`src/rtl/board_access_arbiter.sv`:
```
// Board RAM port arbiter. Shares the single board cell RAM port between seed
// streaming, cursor-click read-modify-write toggles and the generation step
// engine, and schedules generation steps from the speed setting in vsync frames.
module board_access_arbiter #(
    parameter int unsigned ADDR_W  = 14,
    parameter int unsigned SPEED_W = 4
) (
    input  logic              clk_in,
    input  logic              rst_in,
    input  logic [SPEED_W-1:0] speed_in,
    input  logic              vsync_in,
    input  logic              seed_req_in,
    output logic              seed_gnt_out,
    input  logic              seed_wr_in,
    input  logic [ADDR_W-1:0] seed_addr_in,
    input  logic              seed_alive_in,
    input  logic              click_in,
    input  logic [ADDR_W-1:0] click_addr_in,
    output logic              click_drop_out,
    output logic              step_start_out,
    input  logic              step_done_in,
    input  logic [ADDR_W-1:0] step_addr_in,
    input  logic              step_wr_in,
    input  logic              step_alive_in,
    output logic [ADDR_W-1:0] mem_addr_out,
    output logic              mem_wr_out,
    output logic              mem_data_out,
    input  logic              mem_rd_in,
    output logic              busy_out
);

    typedef enum logic [2:0] {
        StIdle,
        StSeed,
        StClkRd,
        StClkWait,
        StClkWr,
        StStep
    } state_e;

    // Frame period is 2^SPEED_W - speed; needs one extra bit for the full-scale value.
    localparam logic [SPEED_W:0] FullScale = {1'b1, {SPEED_W{1'b0}}};

    state_e              state_q, state_d;
    logic                vsync_q;
    logic [SPEED_W-1:0]  frame_cnt_q, frame_cnt_d;
    logic                tick_pending_q, tick_pending_d;
    logic                click_pending_q, click_pending_d;
    logic [ADDR_W-1:0]   click_addr_q, click_addr_d;
    logic [ADDR_W-1:0]   mem_addr_q, mem_addr_d;
    logic                mem_wr_q, mem_wr_d;
    logic                mem_data_q, mem_data_d;

    logic                start;
    logic                tick_take;
    logic                click_clear;
    logic                frame_tick;
    logic [SPEED_W:0]    period;
    logic [SPEED_W:0]    cnt_inc;

    assign frame_tick = vsync_q & ~vsync_in;
    assign period     = FullScale - {1'b0, speed_in};
    assign cnt_inc    = {1'b0, frame_cnt_q} + (SPEED_W + 1)'(1);

    // Arbitration FSM: next state, RAM port next values and step start strobe.
    always_comb begin
        state_d     = state_q;
        start       = 1'b0;
        tick_take   = 1'b0;
        click_clear = 1'b0;
        mem_addr_d  = mem_addr_q;
        mem_wr_d    = 1'b0;
        mem_data_d  = mem_data_q;
        case (state_q)
            StIdle: begin
                if (seed_req_in) begin
                    state_d = StSeed;
                end else if (click_pending_q) begin
                    state_d = StClkRd;
                end else if (tick_pending_q) begin
                    state_d   = StStep;
                    start     = 1'b1;
                    tick_take = 1'b1;
                end
            end
            StSeed: begin
                mem_addr_d = seed_addr_in;
                mem_wr_d   = seed_wr_in;
                mem_data_d = seed_alive_in;
                if (!seed_req_in) state_d = StIdle;
            end
            StClkRd: begin
                mem_addr_d = click_addr_q;
                state_d    = StClkWait;
            end
            StClkWait: begin
                state_d = StClkWr;
            end
            StClkWr: begin
                // Read data for click_addr_q arrives this cycle; write back the toggle.
                mem_addr_d  = click_addr_q;
                mem_wr_d    = 1'b1;
                mem_data_d  = ~mem_rd_in;
                click_clear = 1'b1;
                state_d     = StIdle;
            end
            StStep: begin
                mem_addr_d = step_addr_in;
                mem_wr_d   = step_wr_in;
                mem_data_d = step_alive_in;
                if (step_done_in) state_d = StIdle;
            end
            default: state_d = StIdle;
        endcase
    end

    // Click latch: one pending click; a click landing on the clearing cycle is kept.
    always_comb begin
        click_pending_d = click_pending_q;
        click_addr_d    = click_addr_q;
        if (click_in && (!click_pending_q || click_clear)) begin
            click_pending_d = 1'b1;
            click_addr_d    = click_addr_in;
        end else if (click_clear) begin
            click_pending_d = 1'b0;
        end
    end

    // Step scheduler: count frames up to the period; a fresh fire wins over consumption.
    always_comb begin
        frame_cnt_d    = frame_cnt_q;
        tick_pending_d = tick_pending_q & ~tick_take;
        if (speed_in == '0) begin
            frame_cnt_d    = '0;
            tick_pending_d = 1'b0;
        end else if (frame_tick) begin
            if (cnt_inc >= period) begin
                frame_cnt_d    = '0;
                tick_pending_d = 1'b1;
            end else begin
                frame_cnt_d = cnt_inc[SPEED_W-1:0];
            end
        end
    end

    // State and datapath registers with synchronous reset.
    always_ff @(posedge clk_in) begin
        if (rst_in) begin
            state_q         <= StIdle;
            vsync_q         <= 1'b1;
            frame_cnt_q     <= '0;
            tick_pending_q  <= 1'b0;
            click_pending_q <= 1'b0;
            click_addr_q    <= '0;
            mem_addr_q      <= '0;
            mem_wr_q        <= 1'b0;
            mem_data_q      <= 1'b0;
        end else begin
            state_q         <= state_d;
            vsync_q         <= vsync_in;
            frame_cnt_q     <= frame_cnt_d;
            tick_pending_q  <= tick_pending_d;
            click_pending_q <= click_pending_d;
            click_addr_q    <= click_addr_d;
            mem_addr_q      <= mem_addr_d;
            mem_wr_q        <= mem_wr_d;
            mem_data_q      <= mem_data_d;
        end
    end

    assign seed_gnt_out   = (state_q == StSeed);
    assign busy_out       = (state_q != StIdle);
    // Strobes are masked during reset so the engine never sees a stray start.
    assign step_start_out = start & ~rst_in;
    assign click_drop_out = click_in & click_pending_q & ~click_clear & ~rst_in;
    assign mem_addr_out   = mem_addr_q;
    assign mem_wr_out     = mem_wr_q;
    assign mem_data_out   = mem_data_q;

endmodule

```
`config.mk`:
```
export PLATFORM = sky130hd
export DESIGN_NAME = board_access_arbiter
export DESIGN_NICKNAME = d
export VERILOG_FILES = /design/src/rtl/board_access_arbiter.sv
export SDC_FILE = /design/constraint.sdc
export NUM_CORES = 1
export LEC_CHECK = 0
export BUFFER_PORTS_ARGS = -buffer_cell sky130_fd_sc_hd__buf_2
export CAP_MARGIN = 20
export CELL_PAD_IN_SITES_DETAIL_PLACEMENT = 0
export CELL_PAD_IN_SITES_GLOBAL_PLACEMENT = 1
export CORE_UTILIZATION = 40
export CTS_CLUSTER_DIAMETER = 30
export CTS_CLUSTER_SIZE = 24
export DETAILED_ROUTE_END_ITERATION = 8
export PLACE_DENSITY_LB_ADDON = 0.08
export SLEW_MARGIN = 20
export SYNTH_ARGS = -nofsm -noshare
export SYNTH_HDL_FRONTEND = slang
export SYNTH_SLANG_ARGS = --single-unit
```
`constraint.sdc`:
```
create_clock -name clk_in -period 5.34 [get_ports clk_in]
set_input_delay 0.801 -clock clk_in [delete_from_list [all_inputs] [get_ports clk_in]]
set_output_delay 0.801 -clock clk_in [all_outputs]
set_load 0.05 [all_outputs]
```
After elaboration in Yosys (flattened, before gate mapping)

Index checks and enable logic that the tools add are counted.

Eq/ne operators: 8
Shift operators: 0
Add/subtract/negate cells: 2
Multiplexer cells: 19
Multipliers: 0
Bitwise operators: 11
Div/mod/pow operators: 0
$lt $le $gt $ge: 1
Reduce and logical (&&, ||, !) cells: 12

Operators with widths:

| operator            | number |
|---|---|
| $pmux 14 s3         | 1 |
| $mux 3              | 5 |
| $pmux 3 s5          | 1 |
| $mux 1              | 9 |
| $reduce_bool 3->1   | 3 |
| $and 1x1->1         | 6 |
| $eq 3x2->1 const B  | 2 |
| $eq 3x3->1 const B  | 2 |
| $pmux 1 s3          | 2 |
| $add 4x1->5 const B | 1 |
| $ge 5x5->1          | 1 |
| $not 1->1           | 5 |
| $sub 5x4->5 const A | 1 |
| $logic_not 4->1     | 1 |
| $mux 4              | 1 |
| $ne 2x2->1 const B  | 2 |
| $ne 4x4->1 const B  | 1 |
| $reduce_or 2->1     | 2 |
| $eq 3x1->1 const B  | 1 |
| $logic_not 3->1     | 1 |
| $reduce_and 3->1    | 1 |
| $reduce_bool 2->1   | 1 |
| $logic_and 1x1->1   | 1 |
| $logic_not 1->1     | 1 |
| $logic_or 1x1->1    | 1 |

RAM bits: 0
ROM bits: 0
Input port bits: 57
Register bits after elaboration: 40
Output and inout port bits: 20
Bits in latches: 0
Memories: 0

Logic depth before layout (Yosys ltp)

Gate-level depths: netlist of run 1.

Word-level depth: 8
Gate-level depth with buffers: 8
Mapped depth without buffers: 8

Worst setup path after synthesis of run 1

No wires, ideal clock.

Path type: input port to output port
Start point: in rst_in
End point: out click_drop_out
Path buffers: 2
Arrival time: 2.289 ns
Stages on the path: 3
Data required time: 4.539 ns
Setup slack: 2.250 ns
Cell sequence: clkbuf_1 -> clkbuf_1 -> nor3_1

Word-level cells in the longest chain between the ends: 2

Ends and longest elaborated chain:

| item            | line | RTL |
|---|---|---|
| start, declared | 9    | `input logic rst_in,` |
| $not 1->1       | 175  | `assign click_drop_out = click_in & click_pending_q & ~click_clear & ~rst_in;` |
| $and 1x1->1     | 175  |  |
| end, declared   | 19   | `output logic click_drop_out,` |

No other way between the ends.

Worst setup path in the final report of run 1

Start point: reg state_q[2]
End point: out click_drop_out

Word-level cells in the longest chain between the ends: 5

Ends and longest elaborated chain:

| item                     | line | RTL |
|---|---|---|
| start, declared          | 44   | `state_e state_q, state_d;` |
| start signal, assigned   | 149  | `state_q <= StIdle;` |
| start signal, assigned   | 159  | `state_q <= state_d;` |
| $eq 3x3->1               | 74   | `case (state_q)` |
| $mux 1                   | 74   |  |
| $not 1->1                | 175  |  |
| $and 1x1->1 (2 in a row) | 175  |  |

No other way between the ends.

==> results of run 1 <==
==> metal layers <==
layer	track usage	wire length, um	vias up	share of wire
li1	-	-	1081	-
met1	0.255	2800	996	0.50
met2	0.291	2470	47	0.44
met3	0.0465	252	7	0.045
met4	0.0574	66	0	0.012
met5	0	0	-	0
==> cell type report <==
class,instances,area share
clock buffer,6,0.0298
clock inverter,2,0.00541
inverter,7,0.00947
multi-input combinational,193,0.491
sequential,40,0.289
tap,72,0.0325
timing repair buffer,78,0.143
==> state kept, by name, indices dropped and copies added (netlist names) <==
register / flops
mem_addr_out: 14
mem_data_out: 1
click_addr_q: 14
vsync_q: 1
tick_pending_q: 1
click_pending_q: 1
state_q: 3
mem_wr_out: 1
frame_cnt_q: 4
==> worst max-delay path: cells and delay by family (launching register included) <==
family                 cells  cell delay [ns]
buffers and inverters      1             0.24
flip-flops                 1             0.88
AND/OR/NAND/NOR            3             0.93
==> how the worst max path moves through the flow <==
stage	from	end	cells after the start
floorplan	rst_in	click_drop_out	3
global placement	state_q[2]$_SDFFE_PP0P_	click_drop_out	4
detailed placement	state_q[2]$_SDFFE_PP0P_	click_drop_out	4
CTS	state_q[2]$_SDFFE_PP0P_	click_drop_out	4
global route	state_q[2]$_SDFFE_PP0P_	click_drop_out	4
finish	state_q[2]$_SDFFE_PP0P_	click_drop_out	4
==> Yosys cell counts (all sizes together) (2+ instances only) <==
| master | n |
|---|---|
| nand3 | 15 |
| nor2 | 25 |
| a311oi | 14 |
| o21ai | 17 |
| a21oi | 21 |
| or2 | 2 |
| buf | 15 |
| xnor2 | 2 |
| clkbuf | 8 |
| a21o | 2 |
| nand2 | 37 |
| nand2b | 6 |
| inv | 7 |
| a31oi | 2 |
| or3 | 3 |
| dfxtp | 40 |
| nor2b | 4 |
| xor2 | 4 |
| mux4 | 14 |
| nor4 | 3 |
| a211oi | 2 |
| ha | 7 |
| nor3 | 4 |
==> through the flow <==
step	area, um^2	hold WS (ns)	std cells	total power, mW
2_1_floorplan	2340	0.445	263	0.518
3_3_place_gp	2680	0.458	390	0.571
3_5_place_dp	2680	0.468	390	0.572
4_1_cts	2770	0.479	398	0.790
5_1_grt	2770	0.504	398	0.823
6_report	2770	0.478	398	0.781
==> power by group <==
group	leakage, nW	switching, mW	internal [mW]	total (mW)
Clock	0.0434	0.113	0.105	0.217
Combinational	0.789	0.131	0.0824	0.214
Sequential	0.329	0.0274	0.323	0.350
==> logic make-up after synthesis <==
family	Yosys count	synth area share
flip-flops	40	0.343
adder cells (fa/ha/maj)	7	0.0375
AND/OR/NAND/NOR	102	0.204
multiplexers	15	0.145
buffers and inverters	30	0.0739
XOR/XNOR	6	0.0225
AO/OA/AOI/OAI	63	0.175
==> flow_metrics.env, run 1 <==
export IMPL_cap_viol_max_count=0
export IMPL_async_reset_ff_frac=0
export IMPL_synth_top_area_cell="dfxtp_1"
export IMPL_antennaDiodeCount=0
export IMPL_grt_pass1_wl_um=8870
export IMPL_slew_viol_final=0
export IMPL_synth_cell_type_count=40
export IMPL_max_stage_delay_ns=0.88
export IMPL_ys_warnings_count=0
export IMPL_netlist_instances=263
export IMPL_dp_slack_ns=2.49
export IMPL_yosysSeqAreaShare=0.343
export IMPL_multiInputGateArea_mm2=0.00136
export IMPL_grt_pass1_vias=1872
export IMPL_hold_violations=0
export IMPL_min_delay_path_class="reg -> reg"
export IMPL_irDropWorstVdd_uv=109
export IMPL_hpwlAfterDp_um=4010
export IMPL_antenna_found_initial=0
export IMPL_core_mm2=0.00557
export IMPL_rr_worst_depth=4
export IMPL_routed_via_density=5.35
export IMPL_vias=2131
export IMPL_final_cell_mix="buf_2, dfxtp_1, nand2_1"
export IMPL_crit_chain="nor3b_2, nand2b_1, nor3_1, buf_2"
export IMPL_final_common_cell="buf_2"
export IMPL_end_kind="output port"
export IMPL_ant_nets=0
export IMPL_r2r_start="state_q[2]$_SDFFE_PP0P_"
export IMPL_overflow=0
export IMPL_critPathMaxFanout=42
export IMPL_cts_tree="built"
export IMPL_leakagePower_nw=1.16
export IMPL_fmax_ghz=0.314
export IMPL_htreeDepth=2
export IMPL_synth_area_top_cells="dfxtp_1, mux4_2, nand2_1"
export IMPL_nNetsFinal=389
export IMPL_avgRoutedWirePerCell_um=14.0
export IMPL_synth_area_mm2=0.00234
export IMPL_rows=27
export IMPL_min_period_over_period=0.596
export IMPL_synth_area_per_cell_um2=8.88
export IMPL_final_seq_area_um2=802
export IMPL_hold_buffers=0
export IMPL_clock_latency_ns=0.30
export IMPL_grt_max_degree=43
export IMPL_clk_path_buf_depth=2
export IMPL_die_w_um=78.4
export IMPL_setup_slack_ns=2.16
export IMPL_setup_tns_ns=0
export IMPL_area_delta_synth_final_pct=18.7
export IMPL_final_util=0.498
export IMPL_regToRegSetupSlack_ns=3.17
export IMPL_worstPathRequired_ns=4.54
export IMPL_post_route_min_period_ns=3.18
export IMPL_cts_root_buffer="clkbuf_8"
export IMPL_cts_resized=0
export IMPL_place_congestion=0.764
export IMPL_timing_rr_end="click_addr_q[13]$_SDFFE_PP0P_"
export IMPL_outcome="finished clean"
export IMPL_syn_nets=327
export IMPL_port_buffers=76
export IMPL_drc_errors=0
export IMPL_die_y_um=78.4
export IMPL_ys_ff_latch=40
export IMPL_drt_first_pass_iters=4
export IMPL_critPathLaunchType="flop"
export IMPL_hold_path_depth=2
export IMPL_hold_path_end="click_addr_q[10]$_SDFFE_PP0P_"
export IMPL_synthFlopType="dfxtp_1"
export IMPL_route_final_wire_length_um=5590
export IMPL_slew_headroom=0.431
export IMPL_p_per_area_mw_per_mm2=281
export IMPL_post_cts_buffers=0
export IMPL_finalSetupViolCount=0
export IMPL_hp_start="click_addr_q[10]$_SDFFE_PP0P_"
export IMPL_track_usage=0.187
export IMPL_rsz0062_at_grt="false"
export IMPL_clk_pin_slew_ns=0.08
export IMPL_die_area_mm2=0.00615
export IMPL_clock_sinks=40
export IMPL_worst_pin_slew_ns=0.852
export IMPL_synth_edff_count=0
export IMPL_worstPathArrival_ns=2.38
export IMPL_dr_first_iter_drc_count=85
export IMPL_ios=77
export IMPL_worst_path_max_delay_cell="dfxtp_2"
export IMPL_synth_top_area_share=0.343
export IMPL_worst_clock_skew_ns=0.00667
export IMPL_worstSetupPathType="reg -> out"
export IMPL_start_util=0.419
export IMPL_drive_above_1_share=0.322
export IMPL_num_fill_cells=580
export IMPL_cts_buffers=5
(Power assumes the default switching activity.)
==> inputs of run 2 (changes only) <==
--- a/config.mk
+++ b/config.mk
@@ -9,7 +9,7 @@
 export CAP_MARGIN = 20
 export CELL_PAD_IN_SITES_DETAIL_PLACEMENT = 0
 export CELL_PAD_IN_SITES_GLOBAL_PLACEMENT = 1
-export CORE_UTILIZATION = 40
+export CORE_UTILIZATION = 33
 export CTS_CLUSTER_DIAMETER = 30
 export CTS_CLUSTER_SIZE = 24
 export DETAILED_ROUTE_END_ITERATION = 8
==> constraint.sdc (replaced) <==
create_clock -name clk_in -period 2.7 [get_ports clk_in]
set_input_delay 0.405 -clock clk_in [delete_from_list [all_inputs] [get_ports clk_in]]
set_output_delay 0.405 -clock clk_in [all_outputs]
set_load 0.05 [all_outputs]
==> flow_metrics.env, run 2 (synthesis gave the netlist of run 1 again) <==
export IMPL_routed_via_density=5.04
export IMPL_antenna_found_initial=0
export IMPL_worstPathRequired_ns=2.30
export IMPL_end_kind="output port"
export IMPL_critPathLaunchType="flop"
export IMPL_start_util=0.342
export IMPL_die_w_um=86.1
export IMPL_route_final_wire_length_um=6150
export IMPL_overflow=0
export IMPL_grt_pass1_vias=1976
export IMPL_p_sw_mw=0.538
export IMPL_hold_buffers=0
export IMPL_drc_errors=0
export IMPL_cts_tree="built"
export IMPL_worstSetupPathType="reg -> out"
export IMPL_crit_chain="nor3b_2, nand2b_1, nor3_1, buf_2"
export IMPL_drive_above_1_share=0.326
export IMPL_top_layer="met4"
export IMPL_clock_latency_ns=0.30
export IMPL_post_route_min_period_ns=2.15
export IMPL_rsz0062_at_grt="false"
export IMPL_vias=2137
export IMPL_worstPathArrival_ns=1.74
export IMPL_hold_ws_ns=0.327
export IMPL_worst_path_max_delay_cell="dfxtp_2"
export IMPL_die_area_mm2=0.00742
export IMPL_finalSetupViolCount=0
export IMPL_slew_headroom=0.487
export IMPL_avgRoutedWirePerCell_um=14.5
export IMPL_grt_pass1_wl_um=10100
export IMPL_leakagePower_nw=1.17
export IMPL_worst_pin_slew_ns=0.770
export IMPL_min_delay_path_class="in -> reg"
export IMPL_cts_buffers=5
export IMPL_clk_path_buf_depth=2
export IMPL_drt_met1_wl_um=3110
export IMPL_clk_pin_slew_ns=0.08
export IMPL_wl_met3_um=248
export IMPL_antennaDiodeCount=0
export IMPL_ios=77
export IMPL_grt_max_degree=39
export IMPL_core_mm2=0.00683
export IMPL_seqPwrFrac=0.442
export IMPL_outcome="finished clean"
export IMPL_finalPower_mw=1.55
export IMPL_cap_viol_max_count=0
export IMPL_final_common_cell="buf_2"
export IMPL_worst_clock_skew_ns=0.0114
export IMPL_irDropWorstVdd_uv=199
export IMPL_rows=30
export IMPL_place_congestion=0.745
export IMPL_htreeDepth=2
export IMPL_die_y_um=86.1
export IMPL_setup_tns_ns=0
export IMPL_drt_first_pass_iters=4
export IMPL_p_comb_frac=0.282
export IMPL_post_cts_buffers=0
export IMPL_ant_nets=0
export IMPL_hold_violations=0
export IMPL_cts_root_buffer="clkbuf_8"
export IMPL_final_cell_mix="buf_2, dfxtp_1, nand2_1"
export IMPL_clock_sinks=40
export IMPL_area_delta_synth_final_pct=20.6
export IMPL_slew_viol_final=0
export IMPL_hpwlAfterDp_um=4210
export IMPL_critPathMaxFanout=20
export IMPL_p_per_area_mw_per_mm2=550
export IMPL_sw_frac_of_total=0.347
export IMPL_nNetsFinal=391
export IMPL_dr_first_iter_drc_count=84
export IMPL_p_int_mw=1.01
export IMPL_fmax_ghz=0.465
export IMPL_port_buffers=76
export IMPL_cts_resized=0
export IMPL_max_stage_delay_ns=0.61
export IMPL_wl_met2_um=2740
export IMPL_p_clk_frac=0.275
export IMPL_min_period_over_period=0.796
export IMPL_track_usage=0.174
-- run 2: per-layer routing --
| layer | global-route usage | up-vias |
|---|---|---|
| met4 | 0.0364 | 0 |
| li1 | - | 1084 |
| met5 | 0 | - |
| met3 | 0.0443 | 5 |
| met2 | 0.277 | 42 |
| met1 | 0.239 | 1006 |
-- run 2: critical path: cells and delay by family, from the launching register on --
kind | cells | cell delay [ns]
flops | 1 | 0.61
simple gates | 3 | 0.52
buf+inv | 1 | 0.32
-- run 2: path summary, 6_finish.rpt --
| path | startpoint | slack (ns) | cells after the start | end |
|---|---|---|---|---|
| setup / recovery | state_q[0]$_SDFFE_PP0P_ | 0.55 | 4 | click_drop_out |
| hold / removal | vsync_in | 0.33 | 2 | vsync_q$_SDFF_PP1_ |
| hold reg to reg | click_addr_q[3]$_SDFFE_PP0P_ | 0.47 | 2 | click_addr_q[3]$_SDFFE_PP0P_ |
| setup reg to reg | frame_cnt_q[0]$_SDFFE_PP0P_ | 0.63 | 7 | frame_cnt_q[1]$_SDFFE_PP0P_ |
-- run 2: metrics by stage --
step                      setup slack [ns]  utilization  area [um^2]  cells
final                                0.550        0.412         2820    424
after CTS                            0.527        0.412         2820    424
after detailed placement             0.488        0.399         2720    416
after global routing                 0.342        0.412         2820    424
after floorplan                      0.273            -         2340    263
after global placement               0.514        0.399         2720    416
-- run 2: area by class of cell --
| cell class | count | area [um^2] |
|---|---|---|
| fillers | 725 | 4020 |
| inverters | 7 | 26.3 |
| repair buffers | 80 | 410 |
| multi-input cells | 193 | 1360 |
| clock buffers | 7 | 86.3 |
| flip-flops and latches | 40 | 803 |
| well taps | 96 | 120 |
| clock inverters | 1 | 7.51 |
-- run 2: power by group through the flow --
| stage | Combinational (mW) | Clock, mW | Sequential, mW |
|---|---|---|---|
| 6_report | 0.437 | 0.426 | 0.685 |
| 5_1_grt | 0.481 | 0.460 | 0.693 |
| 4_1_cts | 0.442 | 0.441 | 0.686 |
| 3_5_place_dp | 0.441 | 0 | 0.700 |
| 3_3_place_gp | 0.441 | 0 | 0.699 |
| 2_1_floorplan | 0.253 | 0 | 0.772 |
==> inputs of run 3 (changes only) <==
--- a/config.mk
+++ b/config.mk
@@ -9,7 +9,7 @@
 export CAP_MARGIN = 20
 export CELL_PAD_IN_SITES_DETAIL_PLACEMENT = 0
 export CELL_PAD_IN_SITES_GLOBAL_PLACEMENT = 1
-export CORE_UTILIZATION = 33
+export CORE_UTILIZATION = 37
 export CTS_CLUSTER_DIAMETER = 30
 export CTS_CLUSTER_SIZE = 24
 export DETAILED_ROUTE_END_ITERATION = 8
==> constraint.sdc (replaced) <==
create_clock -name clk_in -period 2.2 [get_ports clk_in]
set_input_delay 0.33 -clock clk_in [delete_from_list [all_inputs] [get_ports clk_in]]
set_output_delay 0.33 -clock clk_in [all_outputs]
set_load 0.05 [all_outputs]
==> flow_metrics.env, run 3 (synthesis gave the netlist of run 1 again) <==
export IMPL_outcome="finished clean"
export IMPL_worst_clock_skew_ns=0.00771
export IMPL_irDropWorstVdd_uv=443
export IMPL_crit_path_start="state_q[2]$_SDFFE_PP0P_"
export IMPL_dr_first_iter_drc_count=75
export IMPL_antenna_found_initial=0
export IMPL_setup_tns_ns=0
export IMPL_cts_tree="built"
export IMPL_die_area_mm2=0.00663
export IMPL_cts_buffers=5
export IMPL_port_buffers=76
export IMPL_final_common_cell="buf_2"
export IMPL_drc_errors=0
export IMPL_critPathMaxFanout=18
export IMPL_setup_slack_ns=0.142
export IMPL_area_delta_synth_final_pct=23.0
export IMPL_routed_via_density=5.17
export IMPL_grt_pass1_wl_um=9230
export IMPL_vias=2106
export IMPL_clk_pin_slew_ns=0.08
export IMPL_overflow=0
export IMPL_drt_first_pass_iters=4
export IMPL_finalPower_mw=2.04
export IMPL_hold_buffers=0
export IMPL_worst_pin_slew_ns=0.609
export IMPL_worstPathRequired_ns=1.87
export IMPL_rsz0062_at_grt="false"
export IMPL_fmax_ghz=0.486
export IMPL_avgRoutedWirePerCell_um=14.0
export IMPL_drive_above_1_share=0.340
export IMPL_route_final_wire_length_um=5700
export IMPL_cap_viol_max_count=0
export IMPL_post_route_min_period_ns=2.06
export IMPL_clock_latency_ns=0.29
export IMPL_leakagePower_nw=1.22
export IMPL_ios=77
export IMPL_min_delay_path_class="in -> reg"
export IMPL_clock_sinks=40
export IMPL_clk_path_buf_depth=2
export IMPL_place_congestion=0.748
export IMPL_p_per_area_mw_per_mm2=709
export IMPL_ant_nets=0
export IMPL_rows=28
export IMPL_post_cts_buffers=0
export IMPL_die_y_um=81.5
export IMPL_cts_resized=0
export IMPL_htreeDepth=2
export IMPL_hp_start="vsync_in"
export IMPL_slew_headroom=0.594
export IMPL_r2r_start="frame_cnt_q[0]$_SDFFE_PP0P_"
export IMPL_worstPathArrival_ns=1.73
export IMPL_core_mm2=0.00599
export IMPL_slew_viol_final=0
export IMPL_antennaDiodeCount=0
export IMPL_min_period_over_period=0.935
export IMPL_start_util=0.390
export IMPL_critPathLaunchType="flop"
export IMPL_grt_max_degree=39
export IMPL_track_usage=0.185
export IMPL_end_kind="output port"
export IMPL_grt_pass1_vias=1864
export IMPL_hpwlAfterDp_um=4140
export IMPL_cts_root_buffer="clkbuf_8"
export IMPL_die_w_um=81.5
export IMPL_hold_violations=0
export IMPL_dp_slack_ns=0.0356
export IMPL_finalSetupViolCount=0
export IMPL_nNetsFinal=395
export IMPL_final_cell_mix="buf_2, dfxtp_1, nand2_1"
export IMPL_worstSetupPathType="reg -> out"
==> run 3: changes by cell type in the layout (fill, tap and decap cells not counted) <==
| cell | before | now |
|---|---|---|
| buf_4 | 4 | 7 |
| buf_12 | 0 | 1 |
| buf_2 | 76 | 75 |
| bufinv_16 | 0 | 1 |
| clkbuf_1 | 1 | 0 |
| clkbuf_4 | 0 | 1 |
| clkbuf_8 | 6 | 7 |
| clkinvlp_4 | 1 | 0 |
| nor3_1 | 4 | 3 |
| nor3_2 | 0 | 1 |
| o21ai_0 | 16 | 15 |
| o21ai_1 | 0 | 1 |
==> run 3: area by class of cell <==
type	instances	area (um^2)
multi-input combinational	193	1370
fill	612	3120
inverter	7	26.3
clock buffer	7	96.3
timing repair buffer	84	455
tap	75	93.8
clock inverter	1	30.0
sequential	40	803
==> run 3: per-stage QoR <==
stage | std cells | hold slack, ns | cell area (um^2) | utilization
floorplan | 263 | 0.434 | 2340 | -
global placement | 399 | 0.460 | 2740 | 0.458
detailed placement | 399 | 0.465 | 2740 | 0.458
CTS | 407 | 0.240 | 2870 | 0.479
global route | 407 | 0.240 | 2870 | 0.480
finish | 407 | 0.251 | 2870 | 0.480
==> run 3: critical path: stages (launching register included) <==
cell and delay, ns:
dfxtp_2 0.44, or2_4 0.31, nor4_1 0.19, nand2_1 0.11, nor2_1 0.14, clkbuf_4 0.26
==> run 3: path summary, 6_finish.rpt <==
kind / endpoint / slack (ns) / depth (start not counted)
min: vsync_q$_SDFF_PP1_ / 0.25 / 2
max: step_start_out / 0.14 / 5
min reg2reg: click_addr_q[10]$_SDFFE_PP0P_ / 0.47 / 2
max reg2reg: frame_cnt_q[1]$_SDFFE_PP0P_ / 0.23 / 7
==> run 3: power by group <==
| part | leakage (nW) | switching, mW | internal [mW] |
|---|---|---|---|
| Sequential | 0.329 | 0.0447 | 0.783 |
| Combinational | 0.823 | 0.344 | 0.211 |
| Clock | 0.0645 | 0.255 | 0.400 |
==> run 3: routing by layer <==
| metal | share of wire | vias up | global-route usage |
|---|---|---|---|
| met4 | 0.0089 | 0 | 0.0482 |
| met2 | 0.44 | 48 | 0.280 |
| met5 | 0 | - | 0 |
| met3 | 0.052 | 7 | 0.0500 |
| li1 | - | 1091 | - |
| met1 | 0.50 | 960 | 0.259 |
